### src/rtl/axilite_cmd_master.sv
// AXI4-Lite initiator: accepts one register command, runs one AXI4-Lite transaction and returns one response.
// Bus phases are bounded by an optional timeout that aborts the transaction with an error response.
module axilite_cmd_master #(
    parameter int C_M00_AXI_ADDR_WIDTH = 4,
    parameter int C_M00_AXI_DATA_WIDTH = 32,
    parameter int C_TIMEOUT_CYCLES     = 256
) (
    input  logic                                m00_axi_aclk,
    input  logic                                m00_axi_areset,
    input  logic                                cmd_valid,
    output logic                                cmd_ready,
    input  logic                                cmd_write,
    input  logic [C_M00_AXI_ADDR_WIDTH-1:0]     cmd_addr,
    input  logic [C_M00_AXI_DATA_WIDTH-1:0]     cmd_wdata,
    input  logic [C_M00_AXI_DATA_WIDTH/8-1:0]   cmd_wstrb,
    output logic                                rsp_valid,
    input  logic                                rsp_ready,
    output logic [C_M00_AXI_DATA_WIDTH-1:0]     rsp_rdata,
    output logic [1:0]                          rsp_resp,
    output logic                                rsp_timeout,
    output logic [C_M00_AXI_ADDR_WIDTH-1:0]     m00_axi_awaddr,
    output logic [2:0]                          m00_axi_awprot,
    output logic                                m00_axi_awvalid,
    input  logic                                m00_axi_awready,
    output logic [C_M00_AXI_DATA_WIDTH-1:0]     m00_axi_wdata,
    output logic [C_M00_AXI_DATA_WIDTH/8-1:0]   m00_axi_wstrb,
    output logic                                m00_axi_wvalid,
    input  logic                                m00_axi_wready,
    input  logic [1:0]                          m00_axi_bresp,
    input  logic                                m00_axi_bvalid,
    output logic                                m00_axi_bready,
    output logic [C_M00_AXI_ADDR_WIDTH-1:0]     m00_axi_araddr,
    output logic [2:0]                          m00_axi_arprot,
    output logic                                m00_axi_arvalid,
    input  logic                                m00_axi_arready,
    input  logic [C_M00_AXI_DATA_WIDTH-1:0]     m00_axi_rdata,
    input  logic [1:0]                          m00_axi_rresp,
    input  logic                                m00_axi_rvalid,
    output logic                                m00_axi_rready
);

    // state   | meaning
    // IDLE    | cmd_ready high, waiting for a command
    // WR_AW_W | write address and data offered, each dropped on its own handshake
    // WR_B    | bready high, waiting for the write response
    // RD_AR   | read address offered
    // RD_R    | rready high, waiting for read data
    // RSP     | rsp_valid high until consumed
    typedef enum logic [2:0] {IDLE, WR_AW_W, WR_B, RD_AR, RD_R, RSP} state_t;

    localparam bit TO_EN = (C_TIMEOUT_CYCLES > 0);
    localparam int TW    = TO_EN ? $clog2(C_TIMEOUT_CYCLES + 1) : 1;
    localparam logic [TW-1:0] T_LAST = TO_EN ? TW'(C_TIMEOUT_CYCLES - 1) : '0;

    state_t        state;
    logic [TW-1:0] timer;
    logic          aw_ok;
    logic          w_ok;
    logic          bus_state;
    logic          completing;
    logic          expire;

    assign m00_axi_awprot = 3'b000;
    assign m00_axi_arprot = 3'b000;

    assign aw_ok     = !m00_axi_awvalid || m00_axi_awready;
    assign w_ok      = !m00_axi_wvalid || m00_axi_wready;
    assign bus_state = (state == WR_AW_W) || (state == WR_B) || (state == RD_AR) || (state == RD_R);
    assign completing = ((state == WR_AW_W) && aw_ok && w_ok) ||
                        ((state == WR_B) && m00_axi_bvalid) ||
                        ((state == RD_AR) && m00_axi_arready) ||
                        ((state == RD_R) && m00_axi_rvalid);
    // Expiry marks the last permitted bus cycle, so a bus phase lasts at most C_TIMEOUT_CYCLES cycles.
    assign expire = TO_EN && bus_state && (timer == T_LAST);

    always_ff @(posedge m00_axi_aclk or posedge m00_axi_areset) begin
        if (m00_axi_areset) begin
            state           <= IDLE;
            timer           <= '0;
            cmd_ready       <= 1'b0;
            rsp_valid       <= 1'b0;
            rsp_rdata       <= '0;
            rsp_resp        <= 2'b00;
            rsp_timeout     <= 1'b0;
            m00_axi_awaddr  <= '0;
            m00_axi_awvalid <= 1'b0;
            m00_axi_wdata   <= '0;
            m00_axi_wstrb   <= '0;
            m00_axi_wvalid  <= 1'b0;
            m00_axi_bready  <= 1'b0;
            m00_axi_araddr  <= '0;
            m00_axi_arvalid <= 1'b0;
            m00_axi_rready  <= 1'b0;
        end else begin
            if (bus_state && (timer != '1)) begin
                timer <= timer + 1'b1;
            end

            case (state)
                IDLE: begin
                    if (cmd_valid && cmd_ready) begin
                        cmd_ready <= 1'b0;
                        timer     <= '0;
                        if (cmd_write) begin
                            m00_axi_awaddr  <= cmd_addr;
                            m00_axi_wdata   <= cmd_wdata;
                            m00_axi_wstrb   <= cmd_wstrb;
                            m00_axi_awvalid <= 1'b1;
                            m00_axi_wvalid  <= 1'b1;
                            state           <= WR_AW_W;
                        end else begin
                            m00_axi_araddr  <= cmd_addr;
                            m00_axi_arvalid <= 1'b1;
                            state           <= RD_AR;
                        end
                    end else begin
                        cmd_ready <= 1'b1;
                    end
                end
                WR_AW_W: begin
                    if (aw_ok && w_ok) begin
                        m00_axi_awvalid <= 1'b0;
                        m00_axi_wvalid  <= 1'b0;
                        m00_axi_bready  <= 1'b1;
                        state           <= WR_B;
                    end else begin
                        if (m00_axi_awvalid && m00_axi_awready) m00_axi_awvalid <= 1'b0;
                        if (m00_axi_wvalid && m00_axi_wready)   m00_axi_wvalid  <= 1'b0;
                    end
                end
                WR_B: begin
                    if (m00_axi_bvalid) begin
                        m00_axi_bready <= 1'b0;
                        rsp_resp       <= m00_axi_bresp;
                        rsp_rdata      <= '0;
                        rsp_timeout    <= 1'b0;
                        rsp_valid      <= 1'b1;
                        state          <= RSP;
                    end
                end
                RD_AR: begin
                    if (m00_axi_arready) begin
                        m00_axi_arvalid <= 1'b0;
                        m00_axi_rready  <= 1'b1;
                        state           <= RD_R;
                    end
                end
                RD_R: begin
                    if (m00_axi_rvalid) begin
                        m00_axi_rready <= 1'b0;
                        rsp_rdata      <= m00_axi_rdata;
                        rsp_resp       <= m00_axi_rresp;
                        rsp_timeout    <= 1'b0;
                        rsp_valid      <= 1'b1;
                        state          <= RSP;
                    end
                end
                RSP: begin
                    if (rsp_ready) begin
                        rsp_valid <= 1'b0;
                        cmd_ready <= 1'b1;
                        state     <= IDLE;
                    end
                end
                default: state <= IDLE;
            endcase

            // Abort overrides partial progress; a completing handshake on the same edge still wins.
            if (expire && !completing) begin
                m00_axi_awvalid <= 1'b0;
                m00_axi_wvalid  <= 1'b0;
                m00_axi_bready  <= 1'b0;
                m00_axi_arvalid <= 1'b0;
                m00_axi_rready  <= 1'b0;
                rsp_rdata       <= '0;
                rsp_resp        <= 2'b10;
                rsp_timeout     <= 1'b1;
                rsp_valid       <= 1'b1;
                state           <= RSP;
            end
        end
    end

endmodule

### config.mk
export PLATFORM = sky130hd
export DESIGN_NAME = axilite_cmd_master
export DESIGN_NICKNAME = d
export VERILOG_FILES = /design/src/rtl/axilite_cmd_master.sv
export SDC_FILE = /design/constraint.sdc
export NUM_CORES = 1
export LEC_CHECK = 0
export CAP_MARGIN = 5
export CORE_ASPECT_RATIO = 1.1
export CORE_UTILIZATION = 43
export CTS_CLUSTER_SIZE = 20
export DETAILED_ROUTE_END_ITERATION = 10
export PLACE_DENSITY = 0.8
export RECOVER_POWER = 50
export SETUP_SLACK_MARGIN = 0.05
export SYNTH_ARGS = -nofsm -noshare
export SYNTH_HDL_FRONTEND = slang
export SYNTH_SLANG_ARGS = --single-unit
### constraint.sdc
create_clock -name m00_axi_aclk -period 3.75 [get_ports m00_axi_aclk]
set_input_delay 0.75 -clock m00_axi_aclk [delete_from_list [all_inputs] [get_ports m00_axi_aclk]]
set_output_delay 0.75 -clock m00_axi_aclk [all_outputs]
set_load 0.05 [all_outputs]
==> reports/metrics.csv, run 1 <==
metric,value,unit
cts.sinks,98,
diodes,0,
finalMaxSlewViolations,0,
clock_latency,0.36,ns
yosysTopAreaCell,dfrtp_1,
cts_made_buffers,9,
finClkSkew,0.00823,ns
p_comb_frac,0.584,
cellLeakagePower,0.00264,uW
ant_nets,0,
vias,3423,
dr.pass1.iters,4,
hold_path_class,reg2reg,
internal_power,3010,uW
drt_iter0_drc,109,
core_area,0.00949,mm^2
arrival,3.15,ns
h-tree-depth,3,
yosysWarnings,0,
setup_tns,0,ns
status,completed,
die_w,96.9,um
whs_path_depth,1,
synthesis.area,0.00426,mm^2
start_util,0.448,
timing.final.crit_period,2.90,ns
finalHoldViolations,0,
required,3.99,ns
seq_power_share,0.315,
rows,37,
ys_seq_area_frac,0.576,
routabilityCongestion,0.833,
relSlewSlack,0.123,
fp.dieH,106,um
vias_per_cell,5.15,
fin_crit_sh,0.774,
setup_viol,0,
wire_per_inst,15.6,um
cts_tree,built,
p_sw_frac,0.496,
yosysUniqueCellTypes,48,
ys_top_cells_by_area,"dfrtp_1, mux2_2, nand2_1",
async_flop_share,1.00,
cap_violations,0,
cts_hold_buf,0,
io_pins,178,
ys_seq_elements,98,
drc,0,
synth_common_cells,"dfrtp_1, nand2_1, mux2_2",
endpoint_kind,register,
holdWs,0.481,ns
clkPwrFrac,0.102,
grt_usage,0.208,
antenna_found_initial,0,
crit_fanout,8,
finalPower,5970,uW
fin_nets,632,
grt-ovfl-total,0,
worstMarginPinSlew,1.31,ns
yosysMostFrequentCell,dfrtp_1,
synth.avg_cell_area,11.3,um^2
max_freq,345,MHz
vdd_drop_max,0.449,mV
synth_edf_count,0,
grt_max_degree,69,
critPathKind,reg2reg,
portBuffers,171,
grt_setup_unrepaired,false,
area_growth,44.4,%
p_per_area,971,mW/mm^2
fill_cells,775,
cts_root_buf,clkbuf_8,
rr_worst_depth,8,
clkTransAtPathRegs,0.09,ns
die-area,0.0103,mm^2
first_global_vias,3415,
grt_pass1_wl,17.1,mm
ys.flop_type,dfrtp_1,
postCtsResizedCells,0,
crit_path_start_kind,register,
post-dp-hpwl,7.65,mm
p_sw,2960,uW
routed_wl,10.4,mm
yosys.area.top_type_share,0.576,
clock_path_buffers,2,
syn_inst,378,
post_cts_buffers,0,
drive_gt1_frac,0.126,
-- logic make-up (layout without fill, tap and decap cells) --
group / Yosys count / in the layout / share of synthesized area
flops: 98 / 98 / 0.576
other cells: 1 / 6 / 0.000881
xor+xnor: 7 / 7 / 0.0144
simple gates: 123 / 123 / 0.129
fa+ha+maj: 3 / 3 / 0.00882
buf+inv: 33 / 198 / 0.0438
mux: 50 / 50 / 0.131
compound gates: 63 / 63 / 0.0953
-- power groups by stage --
stage               clock, uW  sequential, uW  combinational, uW
finish                    607            1880               3480
global route              680            1950               3660
CTS                       634            1880               3570
detailed placement          0            1910               3560
global placement            0            1870               3500
floorplan                   0            3310                960
-- final cells by class --
type	count	area (um^2)	area share
flip-flops and latches	98	2450	0.399
repair buffers	176	1750	0.285
multi-input cells	252	1600	0.260
well taps	117	146	0.0238
clock buffers	11	141	0.0230
clock inverters	5	30.0	0.00489
inverters	6	25.0	0.00407
-- through the flow --
| step | instance area, um^2 | utilization | instances | worst slack [ns] |
|---|---|---|---|---|
| after floorplan | 4270 | - | 383 | 0.438 |
| after global placement | 6020 | 0.635 | 649 | 1.11 |
| after detailed placement | 6020 | 0.635 | 649 | 1.04 |
| after CTS | 6190 | 0.653 | 665 | 1.28 |
| after global routing | 6140 | 0.647 | 665 | 0.581 |
| final | 6140 | 0.647 | 665 | 0.847 |
-- final timing paths --
path,startpoint,to,slack (ns)
worst max-delay path,timer[0]$_DFF_PP0_,state[1]$_DFFE_PP0P_,0.85
worst min-delay path,rsp_timeout$_DFFE_PP0P_,rsp_timeout$_DFFE_PP0P_,0.48
worst max register to register,timer[0]$_DFF_PP0_,state[1]$_DFFE_PP0P_,0.85
worst min register to register,rsp_timeout$_DFFE_PP0P_,rsp_timeout$_DFFE_PP0P_,0.48
max in group asynchronous,m00_axi_areset,rsp_rdata[31]$_DFFE_PP0P_,1.01
min in group asynchronous,m00_axi_areset,m00_axi_wdata[21]$_DFFE_PP0P_,1.02
-- registers in the layout, indices dropped and copies added (netlist names) --
register	count
m00_axi_awvalid	1
m00_axi_araddr	4
state	3
rsp_rdata	32
m00_axi_awaddr	4
m00_axi_rready	1
rsp_valid	1
rsp_timeout	1
m00_axi_wdata	32
timer	9
m00_axi_wstrb	4
cmd_ready	1
rsp_resp	2
m00_axi_bready	1
m00_axi_arvalid	1
m00_axi_wvalid	1
-- routing by layer --
metal	vias up	share of wire	GRT usage	wire (um)
li1	1615	-	-	-
met1	1663	0.42	0.258	4330
met2	135	0.51	0.355	5280
met3	10	0.062	0.0592	646
met4	0	0.012	0.0618	121
met5	-	0	0	0
-- critical path: stages (launching register included) --
cell	delay [ns]
dfrtp_1	0.40
ha_1	0.25
nand3_1	0.09
nor2_1	0.15
ha_1	0.26
nand4_1	0.21
a311oi_1	0.94
a2111oi_0	0.17
mux2_2	0.32
-- cells in the final DEF, fill, tap and decap left out, drive strengths merged, types with 4 or more instances in the layout --
cell type,Yosys,final
mux2i,4,4
nand3,9,9
clkdlybuf4s50,0,150
mux2,46,46
dlygate4sd3,0,21
conb,1,6
nor2,20,20
nand2,71,71
clkbuf,8,13
xor2,5,5
dfrtp,98,98
a21oi,8,8
inv,6,6
nand4,4,4
o21ai,36,36
Note: power is estimated with default switching activity, not from simulation.
==> run 2: changes to the inputs <==
Clock period 3.75 ns to 2.8 ns, I/O delays scaled along.
==> reports/metrics.csv, run 2 (same netlist as run 1, synthesis figures left out) <==
metric,value,unit
status,"finished, violations left",
violations,"max-capacitance violations, max-slew violations",
postCtsResizedCells,0,
finalMaxSlewViolations,100,
clock_latency,0.35,ns
post_cts_buffers,0,
hold_path_class,reg2reg,
internal_power,4230,uW
drc,0,
p_per_area,1310,mW/mm^2
finalPower,8170,uW
fp.dieH,106,um
reg2reg_from,timer[0]$_DFF_PP0_,
required,3.02,ns
core_area,0.00949,mm^2
cp_num_buf_inv,0,
crit_fanout,7,
setup_tns,0,ns
endpoint_kind,register,
critPathKind,reg2reg,
dr.pass1.iters,4,
critical_path.slowest_cell,nor3_1,
slowest_delay,0.70,ns
cts.sinks,98,
fin_crit_sh,0.837,
p_comb_frac,0.581,
finalHoldViolations,0,
vias,3353,
clock_path_buffers,2,
drt_iter0_drc,90,
grt_max_degree,69,
first_global_vias,3289,
wire_per_inst,14.5,um
p_sw_frac,0.482,
fill_cells,752,
area_growth,46.2,%
timing.final.crit_period,2.34,ns
relSlewSlack,-0.0869,
die-area,0.0103,mm^2
grt_pass1_wl,15.9,mm
rows,37,
ant_nets,0,
seq_power_share,0.302,
vias_per_cell,5.03,
start_util,0.448,
setup_viol,0,
fin_nets,635,
layout_common_cells,"clkdlybuf4s50_1, dfrtp_1, nand2_1",
clkPwrFrac,0.117,
clkTransAtPathRegs,0.09,ns
routed_wl,9.66,mm
crit_path_start_kind,register,
cts_tree,built,
vdd_drop_max,0.679,mV
grt_setup_unrepaired,false,
arrival,2.57,ns
cpLargestDelayFamily,simple AND/OR/NAND/NOR gates,
h-tree-depth,3,
finClkSkew,0.00814,ns
seqCellArea,0.00245,mm^2
cellLeakagePower,0.00263,uW
cp-startpoint,timer[0]$_DFF_PP0_,
cap_violations,2,
diodes,0,
final_common_cell,clkdlybuf4s50_1,
path_cells,ha_1 -> nand3_1 -> nor2_1 -> ha_1 -> nor3_1 -> nand4_1 -> xor2_1 -> nor2_1,
portBuffers,171,
io_pins,178,
grt-ovfl-total,0,
cts_made_buffers,9,
post-dp-hpwl,7.19,mm
p_sw,3940,uW
top_regs,"m00_axi_wdata: 32 flops, rsp_rdata: 32 flops, timer: 9 flops",
cts_hold_buf,0,
antenna_found_initial,0,
multi_input_area,0.00163,mm^2
worstMarginPinSlew,1.63,ns
drive_gt1_frac,0.136,
grt_usage,0.193,
max_freq,427,MHz
hold_start,rsp_rdata[27]$_DFFE_PP0P_,
die_w,96.9,um
routabilityCongestion,0.866,
cts_root_buf,clkbuf_8,
run 2: cell count changes in the layout (fill, tap and decap cells not counted), moves of 2 or more:
cell             before  now
clkbuf_2              0    3
dlygate4sd3_1        21    1
o21ai_1              13   17
clkdlybuf4s50_1     150  170
o21ai_0              23   19
bufinv_16             0    2
run 2: worst min-delay path, cell delays in order (launching register included):
cell	delay [ns]
dfrtp_1	0.35
nand2_1	0.04
o21ai_0	0.06
run 2: power groups by stage:
| stage | clock [uW] | combinational (uW) | sequential [uW] |
|---|---|---|---|
| 2_1_floorplan | 0 | 1290 | 4430 |
| 3_3_place_gp | 0 | 4740 | 2460 |
| 3_5_place_dp | 0 | 4810 | 2500 |
| 4_1_cts | 994 | 4820 | 2470 |
| 5_1_grt | 1040 | 4990 | 2560 |
| 6_report | 958 | 4750 | 2470 |
run 2: area by class of cell:
| class | instances | area share |
|---|---|---|
| flip-flops and latches | 98 | 0.394 |
| repair buffers | 179 | 0.282 |
| multi-input cells | 252 | 0.262 |
| well taps | 117 | 0.0235 |
| clock buffers | 9 | 0.0199 |
| clock inverters | 6 | 0.0133 |
| inverters | 6 | 0.00422 |
run 2: final timing paths:
path	to	slack [ns]	cells past startpoint
max in group asynchronous	m00_axi_awvalid$_DFFE_PP0P_	0.56	3
max reg2reg	timer[4]$_DFF_PP0_	0.46	8
min in group asynchronous	rsp_rdata[12]$_DFFE_PP0P_	1.23	3
min	rsp_rdata[27]$_DFFE_PP0P_	0.49	2
min reg2reg	rsp_rdata[27]$_DFFE_PP0P_	0.49	2
max	timer[4]$_DFF_PP0_	0.46	8
run 2: layer usage:
metal / share of wire / vias to the layer above / global-route usage
met5: 0 / - / 0
met4: 0.013 / 0 / 0.0800
met3: 0.057 / 11 / 0.0427
met2: 0.51 / 118 / 0.322
met1: 0.42 / 1606 / 0.242
li1: - / 1618 / -
run 2: metrics by stage:
| step | std cells | worst slack [ns] | hold WS, ns | instance area (um^2) | utilization |
|---|---|---|---|---|---|
| 5_1_grt | 667 | 0.152 | 0.520 | 6220 | 0.656 |
| 2_1_floorplan | 383 | 0.759 | 0.498 | 4280 | - |
| 3_3_place_gp | 652 | 0.403 | 0.463 | 6060 | 0.638 |
| 4_1_cts | 667 | 0.476 | 0.493 | 6270 | 0.660 |
| 6_report | 667 | 0.457 | 0.491 | 6220 | 0.656 |
| 3_5_place_dp | 652 | 0.374 | 0.472 | 6060 | 0.638 |
==> run 3: changes to the inputs <==
Settings changed: CORE_UTILIZATION 43 to 39, PLACE_DENSITY 0.8 to 0.76.
Clock period 2.8 ns to 2 ns, I/O delays scaled along.
==> reports/metrics.csv, run 3 (same netlist as run 1, synthesis figures left out) <==
metric,value,unit
place_area,0.00629,mm^2
finalMaxSlewViolations,0,
setup_viol,0,
relSlewSlack,0.295,
drive_gt1_frac,0.177,
fin_crit_sh,0.961,
critical_path.slowest_cell,clkdlybuf4s50_1,
p_sw_frac,0.474,
hold_path_class,reg2reg,
routabilityCongestion,0.872,
critPathKind,reg2out,
first_global_vias,3482,
io_pins,178,
internal_power,6330,uW
clock_latency,0.34,ns
rows,39,
post-dp-hpwl,7.83,mm
cap_violations,0,
dp.cells,697,
vias,3459,
clock_path_buffers,2,
antenna_found_initial,0,
vdd_drop_max,0.929,mV
finClkSkew,0.0118,ns
post-route-util,0.621,
area_growth,53.0,%
timing.final.crit_period,1.92,ns
cts_root_buf,clkbuf_16,
fin_nets,655,
crit_path_start_kind,register,
grt_max_degree,57,
h-tree-depth,3,
p_sw,5710,uW
portBuffers,171,
worst_slack,0.0783,ns
fill_cells,874,
die_w,102,um
cellLeakagePower,0.00276,uW
place_ws,-0.0570,ns
max_freq,520,MHz
cp_num_buf_inv,1,
core_area,0.0105,mm^2
arrival,1.52,ns
routed_wl,10.7,mm
design_area,0.00651,mm^2
endpoint_kind,output pin,
die-area,0.0113,mm^2
wire_per_inst,14.9,um
cpLargestDelayFamily,buffers and inverters,
final_common_cell,clkdlybuf4s50_1,
seqCellArea,0.00245,mm^2
dr.pass1.iters,5,
path_cells,clkdlybuf4s50_1,
clkTransAtPathRegs,0.06,ns
grt_setup_unrepaired,true,
drt_iter0_drc,105,
multi_input_area,0.00168,mm^2
top_regs,"m00_axi_wdata: 32 flops, rsp_rdata: 32 flops, timer: 9 flops",
drc,0,
p_per_area,1850,mW/mm^2
grt_usage,0.196,
worstMarginPinSlew,1.06,ns
required,1.60,ns
cts_tree,built,
status,completed,
vias_per_cell,4.84,
cts.sinks,98,
finalHoldViolations,0,
fp.dieH,112,um
seq_power_share,0.284,
grt-ovfl-total,0,
cts_hold_buf,0,
layout_common_cells,"clkdlybuf4s50_1, dfrtp_1, nand2_1",
clkPwrFrac,0.143,
cts_made_buffers,9,
start_util,0.406,
diodes,0,
grt_pass1_wl,17.2,mm
ant_nets,0,
crit_fanout,2,
fin_cells,714,
p_comb_frac,0.573,
slowest_delay,0.83,ns
holdWs,0.484,ns
-- run 3: changes by cell type in the layout (fill, tap and decap cells not counted), sizes merged --
cell,delta
buf,+24
bufinv,-1
clkbuf,+13
clkdlybuf4s50,-17
clkinv,-3
dlygate4sd2,+4
inv,+1
-- run 3: path summary, 6_finish.rpt --
check | start | endpoint | slack (ns) | cells after the start
max | m00_axi_wdata[29]$_DFFE_PP0P_ | m00_axi_wdata[29] | 0.08 | 1
min | rsp_rdata[27]$_DFFE_PP0P_ | rsp_rdata[27]$_DFFE_PP0P_ | 0.48 | 2
max reg2reg | state[2]$_DFFE_PP0P_ | state[1]$_DFFE_PP0P_ | 0.09 | 6
min reg2reg | rsp_rdata[27]$_DFFE_PP0P_ | rsp_rdata[27]$_DFFE_PP0P_ | 0.48 | 2
max in group asynchronous | m00_axi_areset | state[2]$_DFFE_PP0P_ | 0.39 | 3
min in group asynchronous | m00_axi_areset | rsp_rdata[11]$_DFFE_PP0P_ | 0.80 | 3
-- run 3: power by group through the flow --
stage / logic, uW / registers [uW] / clock network, uW
after floorplan: 1810 / 6200 / 0
after global placement: 6940 / 3400 / 0
after detailed placement: 7060 / 3460 / 0
after CTS: 7070 / 3430 / 1770
after global routing: 7290 / 3530 / 1860
final: 6900 / 3420 / 1720
-- run 3: timing repair --
| item | CTS | global route |
|---|---|---|
| endpoints found under the hold margin | 0 | 0 |
| buffers inserted | 0 | 1 |
| pin swaps | 1 | 1 |
| setup endpoints to repair | 5 | 46 |
| resized for setup | 5 | 17 |
-- run 3: per-layer routing --
metal  vias to the layer above  part of all wire  GRT usage
met5                         -                 0          0
met4                         0             0.011     0.0647
met3                        12             0.063     0.0508
met2                       123              0.50      0.327
met1                      1671              0.42      0.246
li1                       1653                 -          -
-- run 3: layout make-up --
cell class              count  area share
inverters                   6     0.00365
flip-flops and latches     98       0.377
multi-input cells         252       0.259
clock inverters             3     0.00711
well taps                 143      0.0275
repair buffers            199       0.288
clock buffers              13      0.0384
-- run 3: per-stage QoR --
step | TNS [ns] | power [uW]
4_1_cts | 0 | 12300
2_1_floorplan | 0 | 8010
3_3_place_gp | -0.0386 | 10300
3_5_place_dp | -0.362 | 10500
5_1_grt | 0 | 12700
6_report | 0 | 12000
